--- src/rtl/stream_fork_n_if.sv ---
`default_nettype none
// +--------------------------------------------------------------------+
// | stream_fork_n_if : producer and per-channel consumer handshakes     |
// | Rev 1.0                                                             |
// +--------------------------------------------------------------------+
interface stream_fork_n_if #(
  parameter int DATA_BW = 8,
  parameter int NUM_OUT = 4
);
  logic [DATA_BW-1:0]         s_data;
  logic [NUM_OUT-1:0]         s_mask;
  logic                       s_valid;
  logic                       s_ready;
  logic [NUM_OUT-1:0]         m_valid;
  logic [NUM_OUT*DATA_BW-1:0] m_data;
  logic [NUM_OUT-1:0]         m_ready;
  logic                       busy;

  modport master (
    output s_data, s_mask, s_valid, m_ready,
    input  s_ready, m_valid, m_data, busy
  );

  modport slave (
    input  s_data, s_mask, s_valid, m_ready,
    output s_ready, m_valid, m_data, busy
  );
endinterface
`default_nettype wire

--- src/rtl/stream_fork_branch.sv ---
`default_nettype none
// +--------------------------------------------------------------------+
// | stream_fork_branch : one output lane, tracks whether it was served  |
// | Rev 1.0                                                             |
// +--------------------------------------------------------------------+
module stream_fork_branch (
  input  wire logic clk,
  input  wire logic rst_n,
  input  wire logic i_full,
  input  wire logic i_sel,
  input  wire logic i_ready,
  input  wire logic i_clr,
  output logic      o_valid,
  output logic      o_satisfied
);
  logic r_served;
  logic w_fire;

  assign o_valid     = i_full & i_sel & ~r_served;
  assign w_fire      = o_valid & i_ready;
  // Unselected lanes count as satisfied so they never hold the beat.
  assign o_satisfied = r_served | w_fire | ~i_sel;

  always_ff @(posedge clk or negedge rst_n) begin
    if (!rst_n) begin
      r_served <= 1'b0;
    end else if (i_clr) begin
      r_served <= 1'b0;
    end else if (w_fire) begin
      r_served <= 1'b1;
    end
  end
endmodule
`default_nettype wire

--- src/rtl/stream_fork_n.sv ---
`default_nettype none
// +--------------------------------------------------------------------+
// | stream_fork_n : registered eager fork to a per-beat lane subset     |
// | Rev 1.0                                                             |
// +--------------------------------------------------------------------+
module stream_fork_n #(
  parameter int DATA_BW = 8,
  parameter int NUM_OUT = 4
) (
  input  wire logic       clk,
  input  wire logic       rst_n,
  stream_fork_n_if.slave  bus
);
  typedef enum logic [0:0] {
    ST_EMPTY = 1'b0,
    ST_FULL  = 1'b1
  } state_t;

  state_t               r_state;
  logic [DATA_BW-1:0]   r_data;
  logic [NUM_OUT-1:0]   r_mask;
  logic [NUM_OUT-1:0]   w_satisfied;
  logic                 w_full;
  logic                 w_done;
  logic                 w_s_fire;
  logic                 w_clr;

  generate
    if (NUM_OUT < 2 || NUM_OUT > 16) begin : g_bad_num_out
      $error("stream_fork_n: NUM_OUT must be within 2..16");
    end
  endgenerate

  assign w_full   = (r_state == ST_FULL);
  assign w_done   = w_full & (&w_satisfied);
  assign w_s_fire = bus.s_valid & bus.s_ready;
  // Served flags restart whenever a beat retires or a new one loads.
  assign w_clr    = w_done | w_s_fire;

  assign bus.s_ready = ~w_full | w_done;
  assign bus.busy    = w_full;
  assign bus.m_data  = {NUM_OUT{r_data}};

  generate
    for (genvar i = 0; i < NUM_OUT; i++) begin : g_branch
      stream_fork_branch u_branch (
        .clk         (clk),
        .rst_n       (rst_n),
        .i_full      (w_full),
        .i_sel       (r_mask[i]),
        .i_ready     (bus.m_ready[i]),
        .i_clr       (w_clr),
        .o_valid     (bus.m_valid[i]),
        .o_satisfied (w_satisfied[i])
      );
    end
  endgenerate

  always_ff @(posedge clk or negedge rst_n) begin
    if (!rst_n) begin
      r_state <= ST_EMPTY;
      r_data  <= '0;
      r_mask  <= '0;
    end else begin
      case (r_state)
        ST_EMPTY: begin
          if (w_s_fire) begin
            r_state <= ST_FULL;
            r_data  <= bus.s_data;
            r_mask  <= bus.s_mask;
          end
        end
        ST_FULL: begin
          if (w_done) begin
            if (w_s_fire) begin
              r_data <= bus.s_data;
              r_mask <= bus.s_mask;
            end else begin
              r_state <= ST_EMPTY;
            end
          end
        end
        default: r_state <= ST_EMPTY;
      endcase
    end
  end
endmodule
`default_nettype wire

--- src/flat_wrapper.sv ---
// flat-port wrapper written by rule: the top's interface ports become plain ports
module stream_fork_n_flat 
#(
  parameter int DATA_BW = 8,
  parameter int NUM_OUT = 4
)
  (clk, rst_n, bus_s_data, bus_s_mask, bus_s_valid, bus_m_ready, bus_s_ready, bus_m_valid, bus_m_data, bus_busy);
  stream_fork_n_if #(.DATA_BW(DATA_BW), .NUM_OUT(NUM_OUT)) bus_i ();
  input  wire logic clk;
  input  wire logic rst_n;
  input wire logic [$bits(bus_i.s_data)-1:0] bus_s_data;
  input wire logic [$bits(bus_i.s_mask)-1:0] bus_s_mask;
  input wire logic [$bits(bus_i.s_valid)-1:0] bus_s_valid;
  input wire logic [$bits(bus_i.m_ready)-1:0] bus_m_ready;
  output wire logic [$bits(bus_i.s_ready)-1:0] bus_s_ready;
  output wire logic [$bits(bus_i.m_valid)-1:0] bus_m_valid;
  output wire logic [$bits(bus_i.m_data)-1:0] bus_m_data;
  output wire logic [$bits(bus_i.busy)-1:0] bus_busy;
  assign bus_i.s_data = bus_s_data;
  assign bus_i.s_mask = bus_s_mask;
  assign bus_i.s_valid = bus_s_valid;
  assign bus_i.m_ready = bus_m_ready;
  assign bus_s_ready = bus_i.s_ready;
  assign bus_m_valid = bus_i.m_valid;
  assign bus_m_data = bus_i.m_data;
  assign bus_busy = bus_i.busy;
  stream_fork_n #(.DATA_BW(DATA_BW), .NUM_OUT(NUM_OUT)) u_core (.clk(clk), .rst_n(rst_n), .bus(bus_i));
endmodule
--- config.mk ---
export PLATFORM = sky130hd
export DESIGN_NAME = stream_fork_n_flat
export DESIGN_NICKNAME = d
export VERILOG_FILES = /design/src/rtl/stream_fork_n_if.sv /design/src/rtl/stream_fork_branch.sv /design/src/rtl/stream_fork_n.sv /design/src/flat_wrapper.sv
export SDC_FILE = /design/constraint.sdc
export NUM_CORES = 1
export LEC_CHECK = 0
export CORE_MARGIN = 10
export CORE_UTILIZATION = 32
export CTS_CLUSTER_SIZE = 14
export DETAILED_ROUTE_END_ITERATION = 8
export PLACE_DENSITY = 0.76
export SYNTH_ARGS = -nofsm -noshare
export SYNTH_HDL_FRONTEND = slang
export SYNTH_HIERARCHICAL = 1
export SYNTH_SLANG_ARGS = --single-unit
--- constraint.sdc ---
create_clock -name clk -period 1.9 [get_ports clk]
set_input_delay 0.38 -clock clk [delete_from_list [all_inputs] [get_ports clk]]
set_output_delay 0.38 -clock clk [all_outputs]
set_load 0.03 [all_outputs]
==> impl_metrics.json, run 1 <==
{
  "drc": 0,
  "grt_pass1_vias": 668,
  "synth_top_family_by_area": "buffers and inverters",
  "htree_levels": 1,
  "ys_seq_area_share_pct": 46.90,
  "final_cell_area_um2": 1396,
  "synthCells": 79,
  "numClockSinks": 17,
  "end_kind": "output pin",
  "period_share_pct": 96.62,
  "io_buffer_count": 56,
  "cts_tree": "built",
  "hpwl_um": 1906,
  "synth.distinct_cells": 13,
  "rsz0062_at_grt": "no",
  "syn_avg_cell_area_um2": 11.48,
  "fp.dieH_um": 73.24,
  "fmax_mhz": 544.7,
  "ys.flop_type": "dfrtp_1",
  "final-hold-violation-count": 0,
  "synthXorXnorAreaFrac_pct": 0,
  "tightestPinTransition_ns": 0.3262,
  "slew_viol_final": 0,
  "die_x_um": 73.24,
  "yosys.area_share.simple_pct": 12.28,
  "wire_per_inst_um": 15.07,
  "setup_violations": 0,
  "grt_pass1_wl_um": 3436,
  "fin_nets": 140,
  "synth_area_um2": 907.1,
  "status": "completed",
  "synthTopCellsByArea": "dfrtp_1, buf_4, mux2_2",
  "synth_top_cell_area_share_pct": 46.90,
  "worstPathArrival_ns": 1.46,
  "path_class": "primary input to output pin",
  "final_util_pct": 51.08,
  "dp_cells": 146,
  "root_buffer": "clkbuf_4",
  "cts_buffer_depth": 2,
  "worst-path-buf-inv": 2,
  "synth_compound_area_share_pct": 4.828,
  "core_area_um2": 2734,
  "slowest_delay_ns": 0.48,
  "yosys-mux-area-fraction_pct": 14.90,
  "synth_adder_area_share_pct": 0,
  "area_delta_synth_final_pct": 53.93,
  "final_cells": 151,
  "grt_util_all_layers_pct": 7.964,
  "rows": 19,
  "ios": 57,
  "antenna_found_initial": 0,
  "multi_input_area_um2": 292.8,
  "path_max_fanout": 3,
  "maxCapViolCount": 0,
  "crit_chain": "clkdlybuf4s50_1, nand2_1, nand3b_1, nand4_1, nand2_2, buf_6",
  "synth_seq_cells": 17,
  "totalWireLength_um": 2275,
  "clock_latency_ns": 0.28,
  "initial_core_util_pct": 33.18,
  "synth_edf_count": 0,
  "relSlewSlack_pct": 78.19,
  "clk_pin_slew_ns": 0.09,
  "worstHoldPathType": "primary input to asynchronous set/reset pin",
  "synthArstFlopShare_pct": 100.0,
  "n_antenna_cell": 0,
  "overflow": 0,
  "vias": 706,
  "gp_congestion": 0.7490,
  "die_area_um2": 5364,
  "drive_gt1_share_pct": 22.50,
  "cts_buffers": 3,
  "fillCellCount": 242,
  "regArea_um2": 426.7,
  "yosysMostFrequentCell": "buf_4",
  "first_iter_violations": 15,
  "worstPathRequired_ns": 1.52,
  "via_per_inst": 4.675,
  "fin_worst_skew_ns": 0.002651,
  "syn_nets": 98,
  "slowest_stage": "clkdlybuf4s50_1",
  "path_delay_family": "buffers and inverters",
  "worstSetupStartpointType": "primary input",
  "ant_nets": 0,
  "first_pass_iters": 4,
  "synthTopCellsByCount": "buf_4, dfrtp_1, mux2_2",
  "yosysWarnings": 6,
  "place_area_um2": 1358,
  "fin_crit_ns": 1.836,
  "yosysTopAreaCell": "dfrtp_1",
  "grt_max_degree": 18,
  "tns_ns": 0
}
[repair_timing]
| action | 4_1_cts | 5_1_grt |
|---|---|---|
| buffers inserted | 0 | 1 |
| hold buffers | 0 | 0 |
| pin swaps | 0 | 1 |
| gates resized for setup | 3 | 2 |
| endpoints found under the setup margin | 4 | 1 |
[metrics by stage]
stage / worst slack [ns] / hold WS, ns
after floorplan: 0.08409 / 0.08441
after global placement: -0.04692 / 0.4869
after detailed placement: -0.07765 / 0.5005
after CTS: 0.01342 / 0.4202
after global routing: 0.01032 / 0.4282
final: 0.06413 / 0.4189
[registers in the layout, indices dropped and copies added (netlist names)]
signal	cells
u_core/bus.busy	1
u_core/g_branch.u_branch/r_served	4
u_core/r_data	8
u_core/r_mask	4
[metal layers]
metal  routed length [µm]  vias up  part of all wire, %  GRT usage (%)
li1                     -      327                    -              -
met1                  856      341                   38          8.870
met2                 1036       38                   46          12.61
met3                  381        0                   17          5.578
met4                    0        0                    0         0.6329
met5                    0        -                    0              0
[worst reg2reg max path, delay by kind of cell, from the launching register on]
family                 cells  cell delay [ns]
flip-flops                 1             0.43
multiplexers               1             0.34
buffers and inverters      2             0.32
AND/OR/NAND/NOR            3             0.30
AO/OA/AOI/OAI              1             0.19
[layout make-up]
type                            count  area share [%]
Sequential cell                    17           30.56
Clock buffer                        4           1.882
Multi-Input combinational cell     37           20.97
Tap cell                           31           2.778
Timing Repair Buffer               62           43.82
[layout by cell type, fill, tap and decap left out, types with 2 or more instances in the layout]
cell	Yosys	final
nor2_1	4	4
dfrtp_1	17	16
a31oi_1	4	4
buf_4	24	7
mux2_2	12	12
and3b_1	4	4
clkdlybuf4s50_1	0	51
dlygate4sd2_1	0	2
nand2_1	5	4
clkbuf_4	0	3
nand3b_1	4	4
[cell families (layout without fill, tap and decap cells)]
group	count (synthesis)	in the layout
AOI/OAI and AO/OA	6	6
buffers and inverters	25	66
DFF	17	17
muxes	12	12
and+or+nand+nor	19	19
[worst paths after layout]
kind / from / slack, ns / to / cells past startpoint
worst max-delay path: bus_m_ready[1] / 0.06 / bus_s_ready / 6
worst min-delay path: rst_n / 0.42 / u_core/r_data[5]$_DFFE_PN0P_ / 2
worst max register to register: u_core/bus.busy$_DFF_PN0_ / 0.22 / u_core/r_data[2]$_DFFE_PN0P_ / 7
worst min register to register: u_core/g_branch[1].u_branch/r_served$_DFFE_PN0P_ / 0.51 / u_core/g_branch[1].u_branch/r_served$_DFFE_PN0P_ / 2
max in group asynchronous: rst_n / 1.28 / u_core/bus.busy$_DFF_PN0_ / 2
min in group clk: u_core/g_branch[1].u_branch/r_served$_DFFE_PN0P_ / 0.51 / u_core/g_branch[1].u_branch/r_served$_DFFE_PN0P_ / 2
Power of run 1 is not shown: default switching activity piles up to over one toggle a cycle in this logic, so the estimate is an artifact.
==> run 2: changes to the inputs <==
CTS_BUF_LIST = sky130_fd_sc_hd__clkbuf_8   (was default)
==> run 2 against run 1 <==
Compared with the run above: clock-buffer cell count down 1; hold slack better by 0.045 ns; maximum frequency down 0.83%; sequential cell count unchanged; cell count down 0.66%; critical path type unchanged; largest cell class unchanged.
==> impl_metrics.json, run 2 (synthesis results as in run 1) <==
{
  "worstSetupStartpointType": "primary input",
  "fin_nets": 139,
  "fin_worst_skew_ns": 0.001850,
  "root_buffer": "clkbuf_8",
  "reg2reg_to": "u_core/r_data[2]$_DFFE_PN0P_",
  "die_x_um": 73.24,
  "io_buffer_count": 56,
  "end_kind": "output pin",
  "cts_buffers": 3,
  "die_area_um2": 5364,
  "clk_pin_slew_ns": 0.06,
  "core_area_um2": 2734,
  "grt_max_degree": 18,
  "path_max_fanout": 3,
  "setup_violations": 0,
  "cts_tree": "built",
  "worstPathArrival_ns": 1.47,
  "final_cell_mix": "clkdlybuf4s50_1, dfrtp_1, mux2_2",
  "post_cts_buffers": 0,
  "overflow": 0,
  "regMostFlops": "u_core/r_data",
  "finalWorstSetupSlack_ns": 0.04885,
  "area_delta_synth_final_pct": 54.76,
  "n_antenna_cell": 0,
  "r2r_start": "u_core/bus.busy$_DFF_PN0_",
  "via_per_inst": 4.620,
  "gp_congestion": 0.7490,
  "htree_levels": 1,
  "layout_commonest_cell": "clkdlybuf4s50_1",
  "period_share_pct": 97.43,
  "largest_reg_flops": 8,
  "tightestPinTransition_ns": 0.3262,
  "antenna_found_initial": 0,
  "hpwl_um": 1906,
  "worstHoldPathType": "primary input to asynchronous set/reset pin",
  "worstRegToRegCells": 7,
  "worstPathRequired_ns": 1.52,
  "final_util_pct": 51.35,
  "first_iter_violations": 24,
  "slew_viol_final": 0,
  "ios": 57,
  "final-hold-violation-count": 0,
  "clock_latency_ns": 0.24,
  "path_class": "primary input to output pin",
  "fin_crit_ns": 1.851,
  "dp_slack_ns": -0.07765,
  "maxCapViolCount": 0,
  "wire_per_inst_um": 14.96,
  "grt_pass1_wl_um": 3450,
  "rows": 19,
  "grt_pass1_vias": 668,
  "cts_buffer_depth": 2,
  "numClockSinks": 17,
  "grt_util_all_layers_pct": 7.991,
  "drive_gt1_share_pct": 21.85,
  "vias": 693,
  "relSlewSlack_pct": 78.18,
  "ant_nets": 0,
  "r2r_slack_ns": 0.20,
  "first_pass_iters": 4,
  "fmax_mhz": 540.2,
  "totalWireLength_um": 2244,
  "drc": 0,
  "initial_core_util_pct": 33.18,
  "fp.dieH_um": 73.24,
  "top_regs": "u_core/r_data: 8 flops, u_core/g_branch.u_branch/r_served: 4 flops, u_core/r_mask: 4 flops",
  "status": "completed"
}
## run 2: final cells by class
class,instances,area [µm²]
clock buffers,3,41.29
clock inverters,1,3.754
fillers,241,1330
well taps,31,38.79
multi-input cells,37,292.8
repair buffers,61,600.6
flip-flops and latches,17,426.7
## run 2: critical path: stages
cell,delay [ns]
clkdlybuf4s50_1,0.48
nand2_1,0.06
nand3b_1,0.10
nand4_1,0.17
nand2_2,0.12
buf_4,0.16
## run 2: repair_timing
action | in CTS | in global routing
hold buffers | 0 | 0
pin swaps | 0 | 2
gates resized for setup | 3 | 1
endpoints found under the hold margin | 0 | 0
endpoints found under the setup margin | 3 | 1
## run 2: metrics by stage
step | std cells | hold WS [ns] | setup TNS (ns) | area [µm²]
global route | 150 | 0.4798 | -0.007384 | 1404
global placement | 146 | 0.4869 | -0.4227 | 1358
floorplan | 79 | 0.08441 | 0 | 907.1
finish | 150 | 0.4642 | 0 | 1404
CTS | 150 | 0.4667 | 0 | 1401
detailed placement | 146 | 0.5005 | -0.8327 | 1358
## run 2: metal layers
| metal | wire, µm | vias up | global-route usage, % |
|---|---|---|---|
| met5 | 0 | - | 0 |
| met2 | 1002 | 39 | 12.61 |
| li1 | - | 326 | - |
| met1 | 856 | 328 | 8.948 |
| met3 | 384 | 0 | 5.578 |
| met4 | 0 | 0 | 0.6329 |
## run 2: worst max-delay path by stage
stage	from	end	slack [ns]	cells after the start
finish	bus_m_ready[1]	bus_s_ready	0.05	6
CTS	bus_m_ready[2]	bus_s_ready	0.05	6
floorplan	u_core/bus.busy$_DFF_PN0_	u_core/r_data[2]$_DFFE_PN0P_	0.08	6
detailed placement	bus_m_ready[2]	u_core/r_data[2]$_DFFE_PN0P_	-0.08	7
global placement	bus_m_ready[2]	u_core/r_mask[3]$_DFFE_PN0P_	-0.05	7
global route	bus_m_ready[1]	bus_s_ready	-0.007	6
Power of run 2 is left out for the same reason.
==> run 3: changes to the inputs <==
PLACE_DENSITY = default   (was 0.76)
PLACE_DENSITY_LB_ADDON = 0.08   (was default)
==> run 3 against run 2 <==
Compared with the run above: worst setup slack gained 0.063 ns; hold slack lost 0.0055 ns; utilization is essentially flat; routed wire length shrank 0.80%; global-route usage grew 0.50 points; clock-buffer cell count is the same; critical path depth is the same; maximum frequency grew 3.5%; first-iteration DRC count shrank 42%; sequential share of layout area shrank 0.12 points; cell count grew 1.3%.
==> impl_metrics.json, run 3 (synthesis results as in run 1) <==
{
  "fmax_mhz": 559.2,
  "crit_chain": "clkdlybuf4s50_1, nand2_1, nand3b_1, nand4_1, nand2_1, buf_4",
  "post_cts_buffers": 0,
  "cts_buffers": 3,
  "cts_hold_buf": 0,
  "grt_util_all_layers_pct": 8.490,
  "area_delta_synth_final_pct": 54.90,
  "final-hold-violation-count": 0,
  "reg2reg_to": "u_core/r_mask[1]$_DFFE_PN0P_",
  "largest_reg_flops": 8,
  "initial_core_util_pct": 33.18,
  "period_share_pct": 94.13,
  "grt_pass1_wl_um": 3608,
  "n_antenna_cell": 0,
  "slew_viol_final": 0,
  "hpwl_um": 1840,
  "slowest_stage": "clkdlybuf4s50_1",
  "clock_latency_ns": 0.24,
  "worstPathArrival_ns": 1.41,
  "crit_top_cell": "nand2_1",
  "relSlewSlack_pct": 78.31,
  "totalWireLength_um": 2226,
  "path_max_fanout": 2,
  "cts_buffer_depth": 2,
  "path_class": "primary input to output pin",
  "layout_commonest_cell": "clkdlybuf4s50_1",
  "slowest_delay_ns": 0.47,
  "die_x_um": 73.24,
  "clk_pin_slew_ns": 0.06,
  "status": "completed",
  "rows": 19,
  "numClockSinks": 17,
  "ios": 57,
  "first_iter_violations": 14,
  "ant_nets": 0,
  "grt_max_degree": 18,
  "worstPathRequired_ns": 1.52,
  "fin_crit_ns": 1.788,
  "worstHoldPathType": "primary input to asynchronous set/reset pin",
  "first_pass_iters": 4,
  "final_util_pct": 51.40,
  "finalWorstSetupSlack_ns": 0.1116,
  "dp_slack_ns": -0.05402,
  "drive_gt1_share_pct": 22.31,
  "grt_pass1_vias": 732,
  "fin_worst_skew_ns": 0.003325,
  "drc": 0,
  "crit_path_start": "bus_m_ready[2]",
  "r2r_slack_ns": 0.24,
  "worstRegToRegCells": 7,
  "end_kind": "output pin",
  "wire_per_inst_um": 14.64,
  "io_buffer_count": 56,
  "htree_levels": 1,
  "overflow": 0,
  "tightestPinTransition_ns": 0.3244,
  "root_buffer": "clkbuf_8",
  "via_per_inst": 4.454,
  "gp_congestion": 0.7671,
  "top_regs": "u_core/r_data: 8 flops, u_core/g_branch.u_branch/r_served: 4 flops, u_core/r_mask: 4 flops",
  "antenna_found_initial": 0,
  "hold_slack_ns": 0.4586,
  "setup_violations": 0,
  "r2r_start": "u_core/bus.busy$_DFF_PN0_",
  "regMostFlops": "u_core/r_data",
  "maxCapViolCount": 0,
  "rsz0062_at_grt": "no",
  "vias": 677,
  "worstSetupStartpointType": "primary input",
  "final_cell_mix": "clkdlybuf4s50_1, dfrtp_1, mux2_2",
  "cts_tree": "built",
  "core_area_um2": 2734,
  "die_area_um2": 5364,
  "fin_nets": 141,
  "fp.dieH_um": 73.24,
  "endpoint": "bus_s_ready"
}
## run 3: layout make-up
type                            instances  area (µm²)
Fill cell                             262        1329
Multi-Input combinational cell         37       290.3
Timing Repair Buffer                   63       605.6
Sequential cell                        17       425.4
Tap cell                               31       38.79
Clock inverter                          1       3.754
Clock buffer                            3       41.29
## run 3: how the worst min path moves through the flow
stage               depth (start not counted)  slack [ns]                                               end
floorplan                                   0        0.08                         u_core/bus.busy$_DFF_PN0_
global placement                            2        0.49  u_core/g_branch[1].u_branch/r_served$_DFFE_PN0P_
detailed placement                          2        0.50  u_core/g_branch[1].u_branch/r_served$_DFFE_PN0P_
CTS                                         2        0.47                      u_core/r_data[5]$_DFFE_PN0P_
global route                                2        0.47                      u_core/r_data[1]$_DFFE_PN0P_
finish                                      2        0.46  u_core/g_branch[3].u_branch/r_served$_DFFE_PN0P_
## run 3: timing repair
item / in CTS / in global routing
setup endpoints to repair: 1 / 1
gates cloned: 0 / 0
hold endpoints to repair: 0 / 0
resized for setup: 1 / 1
pin swaps: 0 / 0
## run 3: metal layers
| layer | part of all wire (%) | GRT usage [%] | vias up | routed length [µm] |
|---|---|---|---|---|
| li1 | - | - | 328 | - |
| met1 | 38 | 9.427 | 319 | 849 |
| met2 | 49 | 13.66 | 28 | 1093 |
| met3 | 12 | 4.082 | 2 | 268 |
| met4 | 0.63 | 3.165 | 0 | 14 |
| met5 | 0 | 0 | - | 0 |
## run 3: worst max-delay path, delay by kind of cell
kind	cells	cell delay [ns]
buf+inv	2	0.63
simple gates	4	0.40
## run 3: through the flow
stage | std cells | TNS, ns | area, µm²
after global placement | 148 | -0.4988 | 1358
after detailed placement | 148 | -0.5520 | 1358
after CTS | 152 | 0 | 1401
final | 152 | 0 | 1405
after floorplan | 79 | 0 | 907.1
after global routing | 152 | 0 | 1405
Power of run 3 is left out for the same reason.
